[src/rtl/mips_pkg.sv]
// Shared types and constants for the MIPS fetch path.
package mips_pkg;

    // Fetch unit state: normal sequencing or halted on a misaligned target.
    typedef enum logic {
        RUN   = 1'b0,
        FAULT = 1'b1
    } pc_state_t;

    localparam int PC_INCR         = 4;
    localparam int JUMP_REGION_LSB = 28;
    localparam logic [31:0] DEFAULT_RESET_PC = 32'h0000_0000;

    // A byte address is a legal fetch target only when it is word-aligned.
    function automatic logic is_misaligned(input logic [1:0] low_bits);
        return (low_bits != 2'b00);
    endfunction

endpackage

[src/rtl/fetch_pc_unit_npc_select.sv]
// Next-PC selection: sequential increment, priority mux over the redirect
// sources, J-type region splice and the alignment flag for the chosen target.
module npc_select
    import mips_pkg::*;
#(
    parameter int ADDR_W = 32
) (
    input  logic [ADDR_W-1:0] pc,
    input  logic              branch_taken,
    input  logic [ADDR_W-1:0] branch_target,
    input  logic              jump,
    input  logic [27:0]       jump_target,
    input  logic              jr,
    input  logic [ADDR_W-1:0] jr_target,
    output logic [ADDR_W-1:0] pc_plus4,
    output logic [ADDR_W-1:0] next_pc,
    output logic              misaligned
);

    logic [ADDR_W-1:0] jump_pc;

    // Sequential address wraps naturally at 2^ADDR_W.
    assign pc_plus4 = pc + ADDR_W'(PC_INCR);

    // J/JAL keep the region bits of the delay-slot address; narrow PCs have
    // no region bits, so the target is simply truncated to the PC width.
    generate
        if (ADDR_W > JUMP_REGION_LSB) begin : g_region
            assign jump_pc = {pc_plus4[ADDR_W-1:JUMP_REGION_LSB], jump_target};
        end else begin : g_no_region
            assign jump_pc = jump_target[ADDR_W-1:0];
        end
    endgenerate

    // Priority: jr, then jump, then branch, then fall-through.
    always_comb begin
        next_pc = pc_plus4;
        if (jr) begin
            next_pc = jr_target;
        end else if (jump) begin
            next_pc = jump_pc;
        end else if (branch_taken) begin
            next_pc = branch_target;
        end
    end

    // Checked on every path, even the ones aligned by construction.
    assign misaligned = is_misaligned(next_pc[1:0]);

endmodule

[src/rtl/fetch_pc_unit.sv]
// Program counter register, fetch-address generation and misalignment trap.
module fetch_pc_unit
    import mips_pkg::*;
#(
    parameter int                ADDR_W   = 32,
    parameter logic [ADDR_W-1:0] RESET_PC = ADDR_W'(DEFAULT_RESET_PC)
) (
    input  logic              clk,
    input  logic              rst,
    input  logic              stall,
    input  logic              branch_taken,
    input  logic [ADDR_W-1:0] branch_target,
    input  logic              jump,
    input  logic [27:0]       jump_target,
    input  logic              jr,
    input  logic [ADDR_W-1:0] jr_target,
    output logic [ADDR_W-1:0] pc,
    output logic [ADDR_W-1:0] pc_plus4,
    output logic [ADDR_W-3:0] imem_addr,
    output logic              fault,
    output logic [ADDR_W-1:0] fault_pc,
    output logic [31:0]       instr_count
);

    pc_state_t         state;
    pc_state_t         state_next;
    logic [ADDR_W-1:0] next_pc;
    logic              misaligned;
    logic              pc_load;
    logic              fault_load;

    npc_select #(
        .ADDR_W (ADDR_W)
    ) u_npc_select (
        .pc            (pc),
        .branch_taken  (branch_taken),
        .branch_target (branch_target),
        .jump          (jump),
        .jump_target   (jump_target),
        .jr            (jr),
        .jr_target     (jr_target),
        .pc_plus4      (pc_plus4),
        .next_pc       (next_pc),
        .misaligned    (misaligned)
    );

    // State register; FAULT is only left through reset.
    always_ff @(posedge clk or posedge rst) begin
        if (rst) begin
            state <= RUN;
        end else begin
            state <= state_next;
        end
    end

    // Next state and register enables. A stalled cycle neither advances nor
    // checks alignment, so a misaligned target is only trapped once it would
    // actually be taken.
    always_comb begin
        state_next = state;
        pc_load    = 1'b0;
        fault_load = 1'b0;
        case (state)
            RUN: begin
                if (!stall) begin
                    if (misaligned) begin
                        state_next = FAULT;
                        fault_load = 1'b1;
                    end else begin
                        pc_load = 1'b1;
                    end
                end
            end
            FAULT: begin
                state_next = FAULT;
            end
            default: begin
                state_next = RUN;
            end
        endcase
    end

    // PC and retired-update counter advance together.
    always_ff @(posedge clk or posedge rst) begin
        if (rst) begin
            pc          <= RESET_PC;
            instr_count <= '0;
        end else if (pc_load) begin
            pc          <= next_pc;
            instr_count <= instr_count + 32'd1;
        end
    end

    // Capture the offending target on the trapping edge only.
    always_ff @(posedge clk or posedge rst) begin
        if (rst) begin
            fault_pc <= '0;
        end else if (fault_load) begin
            fault_pc <= next_pc;
        end
    end

    assign fault     = (state == FAULT);
    assign imem_addr = pc[ADDR_W-1:2];

endmodule

[config.mk]
export PLATFORM = sky130hd
export DESIGN_NAME = fetch_pc_unit
export DESIGN_NICKNAME = d
export VERILOG_FILES = /design/src/rtl/mips_pkg.sv /design/src/rtl/fetch_pc_unit_npc_select.sv /design/src/rtl/fetch_pc_unit.sv
export SDC_FILE = /design/constraint.sdc
export NUM_CORES = 1
export LEC_CHECK = 0
export ABC_CLOCK_PERIOD_IN_PS = 3420
export BUFFER_PORTS_ARGS = -buffer_cell sky130_fd_sc_hd__buf_4
export CORE_MARGIN = 1.5
export CORE_UTILIZATION = 37
export CTS_BUF_LIST = sky130_fd_sc_hd__clkbuf_8
export CTS_CLUSTER_DIAMETER = 150
export DETAILED_ROUTE_END_ITERATION = 6
export GPL_TIMING_DRIVEN = 0
export PLACE_DENSITY = 0.65
export REMOVE_ABC_BUFFERS = 1
export SYNTH_ARGS = -nofsm -noshare
export SYNTH_HDL_FRONTEND = slang
export SYNTH_SLANG_ARGS = --single-unit
[constraint.sdc]
create_clock -name clk -period 3.42 [get_ports clk]
set_input_delay 0 -clock clk [delete_from_list [all_inputs] [get_ports clk]]
set_output_delay 0 -clock clk [all_outputs]
set_load 0.02 [all_outputs]
Word-level counts from Yosys, hierarchy flattened
Cells that the tools add are included.
{ "totals": {"regBits": 97, "in_bits": 98, "output_inout_bits": 159, "elab_cells": 18} }
{ "op_classes": {"addsub": 2, "n_mux": 10, "n_bitwise": 1, "n_reduce_logical": 1} }
{ "ops": {"columns": ["operator", "count"], "rows": [
  ["$mux 32", 3],
  ["$add 32x1->32 const B", 1],
  ["$add 32x3->32 const B", 1],
  ["$mux 1", 6],
  ["$pmux 1 s2", 1],
  ["$reduce_bool 2->1", 1],
  ["$not 1->1", 1]
]} }

Depth between registers and ports, before layout
Gate-level depths: netlist of run 1.
{ "depth": {"depth_word": 8, "ltp_mapped": 8, "depth_no_buf": 6} }

Modules after synthesis
A second synthesis of run 1 with hierarchy kept.
{ "hier_totals": {"hier_cells": 530, "area_unflattened_um2": 5634.2} }
{ "modules_own_cells": {"columns": ["module", "instances", "cells_per_inst", "area_per_inst_um2", "seq_area_each_um2"], "rows": [
  ["fetch_pc_unit", 1, 292, 4057.6, 2427.3],
  ["npc_select", 1, 238, 1576.5, 0.0]
]} }

Worst setup path after synthesis of run 1
OpenSTA, ideal clock, no wires.
{ "synth_path": {"path_kind": "register -> register", "start": "register pc[2]", "end": "register fault_pc[18]", "setup_ps": 85, "t_arrival_ps": 2488, "required_time_ps": 3335, "path_slack_ps": 847, "path_stages_with_launch": 9, "path_buffers": 2, "synth_period_minus_slack_ps": 2573, "path_cell_list": "dfrtp_1 -> ha_1 -> nand4_2 -> or4_1 -> buf_2 -> clkbuf_1 -> xnor2_1 -> a21oi_1 -> o21ai_0"} }
{ "synth_via": {"elab_chain_cells": 4} }
{ "synth_lines": {"columns": ["element", "line_no", "rtl"], "rows": [
  ["start: declaration", "fetch_pc_unit.sv:17", "output logic [ADDR_W-1:0] pc,"],
  ["start signal: assignment", "fetch_pc_unit.sv:89", "pc <= next_pc;"],
  ["$add 32x3->32", "fetch_pc_unit_npc_select.sv:23", "assign pc_plus4 = pc + ADDR_W'(PC_INCR);"],
  ["net pc_plus4[18]", "fetch_pc_unit.sv:18", "output logic [ADDR_W-1:0] pc_plus4,"],
  ["$mux 32", "fetch_pc_unit_npc_select.sv:42", "end else if (branch_taken) begin"],
  ["$mux 32", "fetch_pc_unit_npc_select.sv:40", "end else if (jump) begin"],
  ["$mux 32", "fetch_pc_unit_npc_select.sv:38", "if (jr) begin"],
  ["end signal: assignment", "fetch_pc_unit.sv:99", "fault_pc <= next_pc;"],
  ["end: declaration", "fetch_pc_unit.sv:21", "output logic [ADDR_W-1:0] fault_pc,"]
]} }
The timed path passes the listed nets, and every way through them passes these cells.
A chain may end at the register's enable or synchronous reset.

Final worst setup path of run 1
{ "layout_path": {"start": "register pc[5]", "end": "output port pc_plus4[24]"} }
{ "layout_via": {"elab_chain_cells": 1} }
{ "layout_lines": {"columns": ["element", "line_no"], "rows": [
  ["$add 32x3->32", "fetch_pc_unit_npc_select.sv:23"],
  ["end: declaration", "fetch_pc_unit.sv:18"]
]} }
Every way passes these cells.

==> out/metrics.yaml, run 1 <==
synthesis:
  syn_area_sq_um: 5870
  synth_area_per_cell_sq_um: 8.71
  ys_ff_latch: 97
  synth_ff_type: "dfrtp_1"
  ys_types: 53
  yosysWarningCount: 0
  seq_area_frac_synth_pct: 41.4
  synth_cells: 674
  synth_edf_count: 0
  async_flop_share_pct: 100
grt:
  busiest_layer: "met2"
  use_met3_pct: 5.03
  grt_start_max_net_pins: 54
  gr-usage-met2_pct: 41.3
  overflow: 0
  grtUsageTotal_pct: 24.0
  grt_pass1_vias: 5615
  antenna_found_initial: 0
  grtUsageMet1_pct: 30.5
  grt_pass1_wl_microns: 30700
drt:
  num_vias: 5883
  wl_per_cell_microns: 17.9
  drtIter0Drc: 296
  vias_per_cell: 5.31
  drtPass1Iterations: 5
  ant_nets: 0
  route.detailed.drc: 0
  wirelength_microns: 19800
finish:
  fin_util_pct: 53.3
  nets: 992
  stdcell_area_sq_um: 8190
  drive_above_1_share_pct: 33.7
  area_growth_pct: 39.6
  n_antenna_cell: 0
pwr:
  pwr-share-comb_pct: 37.1
  p_sw_mw: 1.38
  power_mw: 3.73
  seq_power_share_pct: 40.8
  internal-power_mw: 2.35
  vdd_ir_drop_max_v: 0.000209
  clockPowerShare_pct: 22.1
  sw_frac_of_total_pct: 37.0
  power_density_nw_per_um2: 455
  p_leak_nw: 3.93
worst_setup_path:
  startpoint_type: "flip-flop"
  cpMaxStageDelayCell: "or4_1"
  critPathArrivalTime_ps: 3120
  cp-end-kind: "output pin"
  crit_path_max_fanout: 14
  cp.required_ps: 3420
  crit_type: "flip-flop to output pin"
  cp_num_cells: 5
  r2r_slack_ps: 430
  reg2reg_depth: 5
  path_buf_inv: 1
  cpLargestDelayFamily: "simple AND/OR/NAND/NOR gates"
  max_stage_delay_ps: 940
  cp_cell_sequence: "nand4_1, or4_1, o31a_1, or2_2, buf_4"
clock_tree:
  numCtsBuffers: 9
  cts_sinks: 97
  clock-root-buffer: "clkbuf_8"
  cts_max_level: 3
  cts_max_path_buffers: 2
  cts_tree: "built"
  cts_setup_buffers: 0
  clk_latency_ps: 380
  clkTransAtPathRegs_ps: 100
timing:
  max_freq_mhz: 321
  period_needed_ps: 3120
  rsz0062_at_grt: "false"
  finalHoldViolations: 0
  max_slew_margin_pct: 33.6
  setup_viol: 0
  worst_pin_slew_ps: 995
  clock_skew_ps: 18.2
  drv_slew: 0
  min_period_over_period_pct: 91.1
die:
  die_y_microns: 129
  rows: 45
  core-area_sq_um: 15400
  ios: 257
  die_x_microns: 129
  start_util_pct: 38.2
  fp.dieArea_sq_um: 16600
placement:
  place.gp.congestion: 0.794
  portBuffers: 256
  dp_hpwl_microns: 14400
  placed_area_sq_um: 7770
run:
  cap_viol_max_count: 0
min_path:
  min_delay_path_depth: 5
  hold_path_class: "primary input to flip-flop"
status:
  status: "finished, final reports clean"
-- tightest hold or removal path, stage by stage --
cell,delay (ps)
buf_4,80
nand2_1,40
o21ai_0,70
nor3_1,70
o21ai_0,130
-- synthesized netlist by cell type, drive strengths merged (7+ instances only) --
cell	count	area share [%]
dfrtp	97	41
nand2	81	5.2
o21ai	56	4.8
buf	39	4.6
nor2	39	2.5
clkbuf	38	2.5
nor3	28	2.4
xnor2	27	4.0
nand3	26	2.3
nand4	22	2.5
xor2	21	3.1
nor4	15	1.6
mux2i	14	2.4
a21oi	13	1.1
a31oi	13	1.4
or2	13	1.4
and3	11	1.2
inv	11	0.70
a22oi	10	1.3
o31ai	9	1.2
and2	8	0.85
o22ai	7	0.75
-- power by group through the flow --
stage | clock network, mW | registers (mW) | logic, mW
final | 0.823 | 1.52 | 1.38
after global routing | 0.896 | 1.55 | 1.49
after CTS | 0.845 | 1.52 | 1.39
after detailed placement | 0 | 1.54 | 1.37
after global placement | 0 | 1.54 | 1.35
after floorplan | 0 | 1.77 | 0.414
-- logic make-up (layout without fill, tap and decap cells) --
family / after synthesis / after routing / share of synthesized area [%]
simple gates: 266 / 266 / 22.8
fa+ha+maj: 2 / 2 / 0.426
xor+xnor: 48 / 48 / 7.16
flops: 97 / 97 / 41.4
mux: 18 / 18 / 3.16
buf+inv: 88 / 310 / 7.78
compound gates: 155 / 155 / 17.3
-- metrics by stage --
step / setup slack (ps) / TNS, ps / std cells / hold WS [ps]
global placement: -1870 / -140530 / 1064 / 214
detailed placement: 341 / 0 / 1071 / 129
CTS: 287 / 0 / 1107 / 16.6
global route: 119 / 0 / 1107 / 50.3
floorplan: 50.7 / 0 / 597 / 96.8
finish: 303 / 0 / 1107 / 37.2
-- layout by cell type (no fill, tap or decap), types with 5 or more instances in the layout --
master,count
buf_4,260
dfrtp_1,97
nand2_1,81
o21ai_0,56
nor2_1,39
nor3_1,28
xnor2_1,27
nand3_1,25
nand4_1,21
xor2_1,21
dlygate4sd3_1,21
nor4_1,15
mux2i_1,14
or2_2,13
a31oi_1,13
inv_1,12
a21oi_1,12
and3_1,11
a22oi_1,10
clkbuf_8,10
o31ai_1,9
and2_1,8
o22ai_1,7
a221o_1,6
o31a_1,6
a221oi_1,6
or3_1,5
and4_1,5
-- final timing paths --
kind	startpoint	to
max	pc[5]	pc_plus4[24]
min	jr_target[26]	fault_pc[26]
max reg2reg	pc[5]	fault_pc[30]
min reg2reg	instr_count[31]	instr_count[31]
max in group asynchronous	rst	pc[23]
min in group asynchronous	rst	fault_pc[10]
-- what timing repair did --
action / 4_1_cts / 5_1_grt
gates resized for setup: 0 / 0
hold buffers: 21 / 0
hold endpoints to repair: 76 / 0
-- state kept, by name, summed over array words and instances (netlist names) --
| name | count |
|---|---|
| fault | 1 |
| instr_count | 32 |
| fault_pc | 32 |
| pc | 32 |
-- metal layers --
| metal | vias up | wire length, microns |
|---|---|---|
| met5 | - | 0 |
| met4 | 0 | 284 |
| met3 | 19 | 1300 |
| met2 | 206 | 9540 |
| met1 | 2817 | 8640 |
| li1 | 2841 | - |
-- area by class of cell --
type,instances,area (sq um)
fill,1520,7180
multi-input combinational,489,3000
sequential,97,2430
timing repair buffer,284,2240
tap,211,264
clock buffer,10,138
clock inverter,5,72.6
inverter,11,43.8
(Power assumes the default switching activity.)
==> run 2: changes to the inputs <==
Settings changed: BUFFER_PORTS_ARGS -buffer_cell sky130_fd_sc_hd__buf_4 to not set, DONT_BUFFER_PORTS set to 1, PLACE_DENSITY 0.65 to 0.51.
==> run 2 against run 1 <==
Compared with the run above: largest power group unchanged; die area unchanged; highest routed layer unchanged; critical path depth increased by 2; via count decreased by 12%.
==> out/metrics.yaml, run 2 (synthesis gave the netlist of run 1 again) <==
status:
  status: "finished, final reports clean"
finish:
  final_common_cell: "dfrtp_1"
  area_growth_pct: 16.1
  drive_above_1_share_pct: 8.08  # -26 points
  stdcell_area_sq_um: 6810  # -17%
  layout_common_cells: "96 x dfrtp_1, 81 x nand2_1, 70 x dlygate4sd3_1, 56 x o21ai_0, 39 x nor2_1"
  n_antenna_cell: 0  # unchanged
  instances_no_fill: 904  # -18%
  top_regs: "fault_pc x32, instr_count x32, pc x32"
  nets: 788  # -21%
worst_setup_path:
  r2r_slack_ps: 150  # -280 ps
  reg2reg_depth: 7  # +2
  cp.required_ps: 3740  # +320 ps
  critPathArrivalTime_ps: 3590  # +470 ps
  cp-end-kind: "flip-flop"
  startpoint_type: "flip-flop"
  crit_type: "flip-flop to flip-flop"
  crit_path_max_fanout: 7  # -7
  reg2reg_to: "pc[16]"
  rr_startpoint: "pc[2]"
drt:
  wl_per_cell_microns: 21.6  # +21%
  wirelength_microns: 19600  # -1.1%
  vias_per_cell: 5.75  # +8.3%
  num_vias: 5202  # -12%
  drtIter0Drc: 313  # +5.7%
  drtPass1Iterations: 4  # -1
  route.detailed.drc: 0  # unchanged
  ant_nets: 0  # unchanged
clock_tree:
  cts_sinks: 97  # unchanged
  numCtsBuffers: 9  # unchanged
  clk_latency_ps: 380  # about the same
  cts_tree: "built"
  clkTransAtPathRegs_ps: 100  # about the same
  cts_max_level: 3  # unchanged
  cts_max_path_buffers: 2  # unchanged
  clock-root-buffer: "clkbuf_8"
placement:
  placed_area_sq_um: 5850  # -25%
  place_inst: 815  # -24%
  place.gp.congestion: 0.796  # +0.29%
  dp_hpwl_microns: 13400  # -7.4%
  portBuffers: 0  # -100%
  dp_slack_ps: 108  # -232 ps
grt:
  overflow: 0  # unchanged
  grtUsageTotal_pct: 24.0  # about the same
  grt_pass1_wl_microns: 30400  # -1.1%
  grt_pass1_vias: 5452  # -2.9%
  grt_start_max_net_pins: 60  # +11%
  antenna_found_initial: 0  # unchanged
die:
  rows: 45  # unchanged
  die_x_microns: 129  # unchanged
  ios: 257  # unchanged
  die_y_microns: 129  # unchanged
  start_util_pct: 38.2  # unchanged
  fp.dieArea_sq_um: 16600  # unchanged
  core-area_sq_um: 15400  # unchanged
pwr:
  power_density_nw_per_um2: 478  # +5.1%
  vdd_ir_drop_max_v: 0.000204  # -2.4%
  power_mw: 3.26  # -13%
  p_leak_nw: 2.84  # -28%
min_path:
  min_to: "fault_pc[16]"
  min_from: "branch_target[16]"
  min_delay_path_depth: 3  # -2
  hold_path_class: "primary input to flip-flop"
timing:
  max_slew_margin_pct: 33.3  # -0.24 points
  min_period_over_period_pct: 95.5  # +4.3 points
  max_freq_mhz: 306  # -4.5%
  setup_viol: 0  # unchanged
  rsz0062_at_grt: "false"
  setup_ws_ps: 154  # -149 ps
  period_needed_ps: 3270  # +149 ps
  worst_pin_slew_ps: 997  # +1.46 ps
  drv_slew: 0  # unchanged
  clock_skew_ps: 18.1  # -0.0917 ps
  finalHoldViolations: 0  # unchanged
run:
  cap_viol_max_count: 0  # unchanged
-- run 2: worst max-delay path, cell delays in order (launching register included) --
cell,delay (ps)
dfrtp_1,690
ha_1,420
nand4_2,190
nor4_1,350
xor2_1,540
a21oi_1,180
o31ai_1,250
dlygate4sd3_1,590
-- run 2: metal layers --
| layer | track usage [%] | wire length, microns | vias to the layer above | share of wire, % |
|---|---|---|---|---|
| li1 | - | - | 2434 | - |
| met1 | 29.4 | 8430 | 2547 | 43 |
| met2 | 40.0 | 9360 | 199 | 48 |
| met3 | 7.53 | 1430 | 22 | 7.3 |
| met4 | 8.00 | 333 | 0 | 1.7 |
| met5 | 0 | 0 | - | 0 |
-- run 2: power breakdown --
group	internal [mW]	switching, mW	total [mW]	leakage (nW)
combinational	0.260	0.351	0.611	1.47
sequential	1.30	0.534	1.84	1.27
clock	0.353	0.458	0.810	0.103
-- run 2: timing repair --
action / CTS / global route
endpoints found under the setup margin: 3 / 13
endpoints found under the hold margin: 115 / 0
pin swaps: 1 / 1
resized for setup: 4 / 1
setup buffers: 0 / 2
gates cloned: 0 / 0
hold buffers: 71 / 0
-- run 2: worst max path at each step --
| stage | from | end | slack (ps) | depth (start not counted) |
|---|---|---|---|---|
| 6_report | pc[2] | pc[16] | 150 | 7 |
| 4_1_cts | pc[6] | pc[29] | 30 | 6 |
| 5_1_grt | pc[2] | fault_pc[14] | 10 | 7 |
| 2_1_floorplan | pc[1] | instr_count[11] | 50 | 5 |
| 3_3_place_gp | pc[1] | instr_count[31] | -1420 | 5 |
| 3_5_place_dp | pc[5] | fault_pc[30] | 110 | 5 |
-- run 2: through the flow --
stage | hold WS (ps) | setup TNS (ps) | utilization [%]
after floorplan | 96.8 | 0 | -
after global placement | 100 | -102410 | 37.2
after detailed placement | 65.3 | 0 | 38.0
after CTS | 3.99 | 0 | 44.2
after global routing | 44.0 | 0 | 44.3
final | 22.9 | 0 | 44.3
-- run 2: final cells by class --
type	count	area, sq um
flip-flops and latches	97	2430
clock buffers	9	124
repair buffers	80	848
fillers	1525	8560
inverters	11	43.8
well taps	211	264
multi-input cells	489	3020
clock inverters	7	83.8
==> run 3: changes to the inputs <==
--- a/config.mk
+++ b/config.mk
@@ -7,5 +7,5 @@
 export LEC_CHECK = 0
-export ABC_CLOCK_PERIOD_IN_PS = 3420
+export ABC_CLOCK_PERIOD_IN_PS = 3320
 export CORE_MARGIN = 1.5
-export CORE_UTILIZATION = 37
+export CORE_UTILIZATION = 58
 export CTS_BUF_LIST = sky130_fd_sc_hd__clkbuf_8
@@ -15,3 +15,3 @@
 export GPL_TIMING_DRIVEN = 0
-export PLACE_DENSITY = 0.51
+export PLACE_DENSITY = 0.74
 export REMOVE_ABC_BUFFERS = 1
==> constraint.sdc (replaced) <==
create_clock -name clk -period 3.32 [get_ports clk]
set_input_delay 0 -clock clk [delete_from_list [all_inputs] [get_ports clk]]
set_output_delay 0 -clock clk [all_outputs]
set_load 0.1 [all_outputs]
==> run 3 against run 2 <==
Compared with the run above: the flow now finishes with violations (hold timing); first-iteration DRC count rose by 84%; die area is 35% lower; utilization rose by 34 points; register-to-register slack gained 70 ps.
==> out/metrics.yaml, run 3 (synthesis gave the netlist of run 1 again) <==
pwr:
  seq_power_share_pct: 47.7  # -8.7 points
  p_leak_nw: 3.19  # +12%
  vdd_ir_drop_max_v: 0.000536  # +160%
  power_mw: 5.58  # +71%
  internal-power_mw: 2.22  # +16%
  sw_frac_of_total_pct: 60.2  # +19 points
  power_density_nw_per_um2: 732  # +53%
  clockPowerShare_pct: 12.9  # -12 points
  p_sw_mw: 3.36  # +150%
  pwr-share-comb_pct: 39.4  # +21 points
drt:
  wirelength_microns: 20900  # +6.9%
  ant_nets: 0  # unchanged
  wl_per_cell_microns: 24.3  # +12%
  vias_per_cell: 6.93  # +20%
  drtIter0Drc: 575  # +84%
  drtPass1Iterations: 5  # +1
  route.detailed.drc: 0  # unchanged
  num_vias: 5977  # +15%
timing:
  clock_skew_ps: 9.66  # -8.41 ps
  max_freq_mhz: 303
  hold_ws_ps: -13.0  # -35.9 ps
  final.setup.tns_ps: 0  # unchanged
  max_slew_margin_pct: 11.8  # -22 points
  setup_viol: 0  # unchanged
  worst_pin_slew_ps: 1320  # +320 ps
  min_period_over_period_pct: 99.4
  drv_slew: 0  # unchanged
  finalHoldViolations: 1  # +1
  period_needed_ps: 3300
placement:
  dp_hpwl_microns: 13300  # -0.52%
  place_inst: 793  # -2.7%
  place.gp.congestion: 0.862  # +8.3%
  portBuffers: 0  # unchanged
clock_tree:
  clk_latency_ps: 380  # about the same
  cts_sinks: 97  # unchanged
  clock-root-buffer: "clkbuf_8"
  cts_tree: "built"
  cts_max_path_buffers: 2  # unchanged
  numCtsBuffers: 9  # unchanged
  clkTransAtPathRegs_ps: 100  # about the same
  cts_max_level: 3  # unchanged
finish:
  final_common_cell: "nand2_1"
  area_growth_pct: 30.0
  nets: 824  # +4.6%
  layout_common_cells: "80 x nand2_1, 65 x dfrtp_1, 56 x o21ai_0, 51 x dlygate4sd3_1, 38 x nor2_1"
  instances_no_fill: 862  # -4.6%
  fillCellCount: 600  # -61%
  top_regs: "fault_pc x32, instr_count x32, pc x32"
  n_antenna_cell: 0  # unchanged
  drive_above_1_share_pct: 21.0  # +13 points
worst_setup_path:
  crit_type: "flip-flop to output pin"
  cp-end-kind: "output pin"
  max_stage_delay_ps: 820  # +130 ps
  critPathArrivalTime_ps: 3300  # -290 ps
  cpMaxStageDelayCell: "dfrtp_4"
  cp.required_ps: 3320  # -420 ps
  startpoint_type: "flip-flop"
  cp_cell_sequence: "buf_6, nand4_1, or4_4, or3_4, xnor2_4"
  crit_path_max_fanout: 6  # -1
grt:
  grt_pass1_wl_microns: 33200  # +9.3%
  grtUsageTotal_pct: 39.3  # +15 points
  grt_pass1_vias: 6178  # +13%
  overflow: 0  # unchanged
  grt_start_max_net_pins: 69  # +15%
  antenna_found_initial: 0  # unchanged
die:
  core-area_sq_um: 9770  # -36%
  die_x_microns: 104  # -20%
  ios: 257  # unchanged
  die_y_microns: 104  # -20%
  rows: 36  # -20%
  start_util_pct: 60.0  # +22 points
  fp.dieArea_sq_um: 10700  # -35%
run:
  cap_viol_max_count: 0  # unchanged
status:
  status: "finished with violations"
  violations: "hold timing"
min_path:
  hold_path_class: "primary input to flip-flop"
## run 3: cell count changes in the layout (fill, tap and decap cells not counted), moves of 10 or more
cell	delta
buf_12	+19
xor2_1	-10
dfrtp_2	+24
dfrtp_1	-31
buf_6	+17
buf_1	+11
dlygate4sd3_1	-19
## run 3: cell type report
type / count / area, sq um / share of cell area (%)
timing repair buffer: 116 / 1510 / 19.8
sequential: 97 / 2480 / 32.6
inverter: 11 / 43.8 / 0.574
multi-input combinational: 489 / 3260 / 42.7
clock inverter: 7 / 40.0 / 0.525
tap: 133 / 166 / 2.18
clock buffer: 9 / 124 / 1.62
## run 3: routing by layer
layer | GRT usage, % | vias to the layer above | wire [microns] | part of all wire, %
li1 | - | 2488 | - | -
met1 | 45.5 | 2848 | 7270 | 35
met2 | 62.4 | 494 | 9760 | 47
met3 | 10.8 | 147 | 2260 | 11
met4 | 29.3 | 0 | 1620 | 7.7
met5 | 0 | - | 0 | 0
## run 3: worst paths after layout
check / depth (start not counted) / start / endpoint / slack, ps
worst max-delay path: 5 / pc[11] / pc_plus4[27] / 20
worst min-delay path: 3 / jump_target[21] / pc[21] / -10
worst max register to register: 5 / instr_count[2] / instr_count[31] / 220
worst min register to register: 2 / pc[8] / pc[8] / 570
max in group asynchronous: 3 / rst / pc[9] / 2500
min in group asynchronous: 2 / rst / fault_pc[16] / 100
## run 3: critical path, delay by kind of cell, from the launching register on
family / cells / cell delay [ps]
XOR/XNOR: 1 / 620
buffers and inverters: 1 / 220
flip-flops: 1 / 820
AND/OR/NAND/NOR: 3 / 1250
## run 3: timing repair
| action | 4_1_cts | 5_1_grt |
|---|---|---|
| endpoints found under the setup margin | 13 | 6 |
| gates cloned | 0 | 0 |
| setup buffers | 0 | 1 |
| resized for setup | 20 | 6 |
| endpoints found under the hold margin | 149 | 0 |
| pin swaps | 3 | 5 |
| hold buffers | 52 | 0 |
## run 3: per-stage QoR
stage	utilization, %	worst slack [ps]	hold WS, ps	cell area (sq um)
3_5_place_dp	69.3	-401	-101	6780
2_1_floorplan	-	-1930	96.8	5450
4_1_cts	77.7	-40.0	4.29	7590
5_1_grt	78.0	-27.0	17.7	7630
6_report	78.0	18.3	-13.0	7630
3_3_place_gp	57.5	-2410	99.8	5620
## run 3: power by group through the flow
stage | combinational (mW) | clock, mW | sequential [mW]
after floorplan | 0.852 | 0 | 3.23
after global placement | 0.917 | 0 | 3.30
after detailed placement | 2.07 | 0 | 2.66
after CTS | 2.16 | 0.710 | 2.65
after global routing | 2.26 | 0.758 | 2.68
final | 2.20 | 0.721 | 2.66
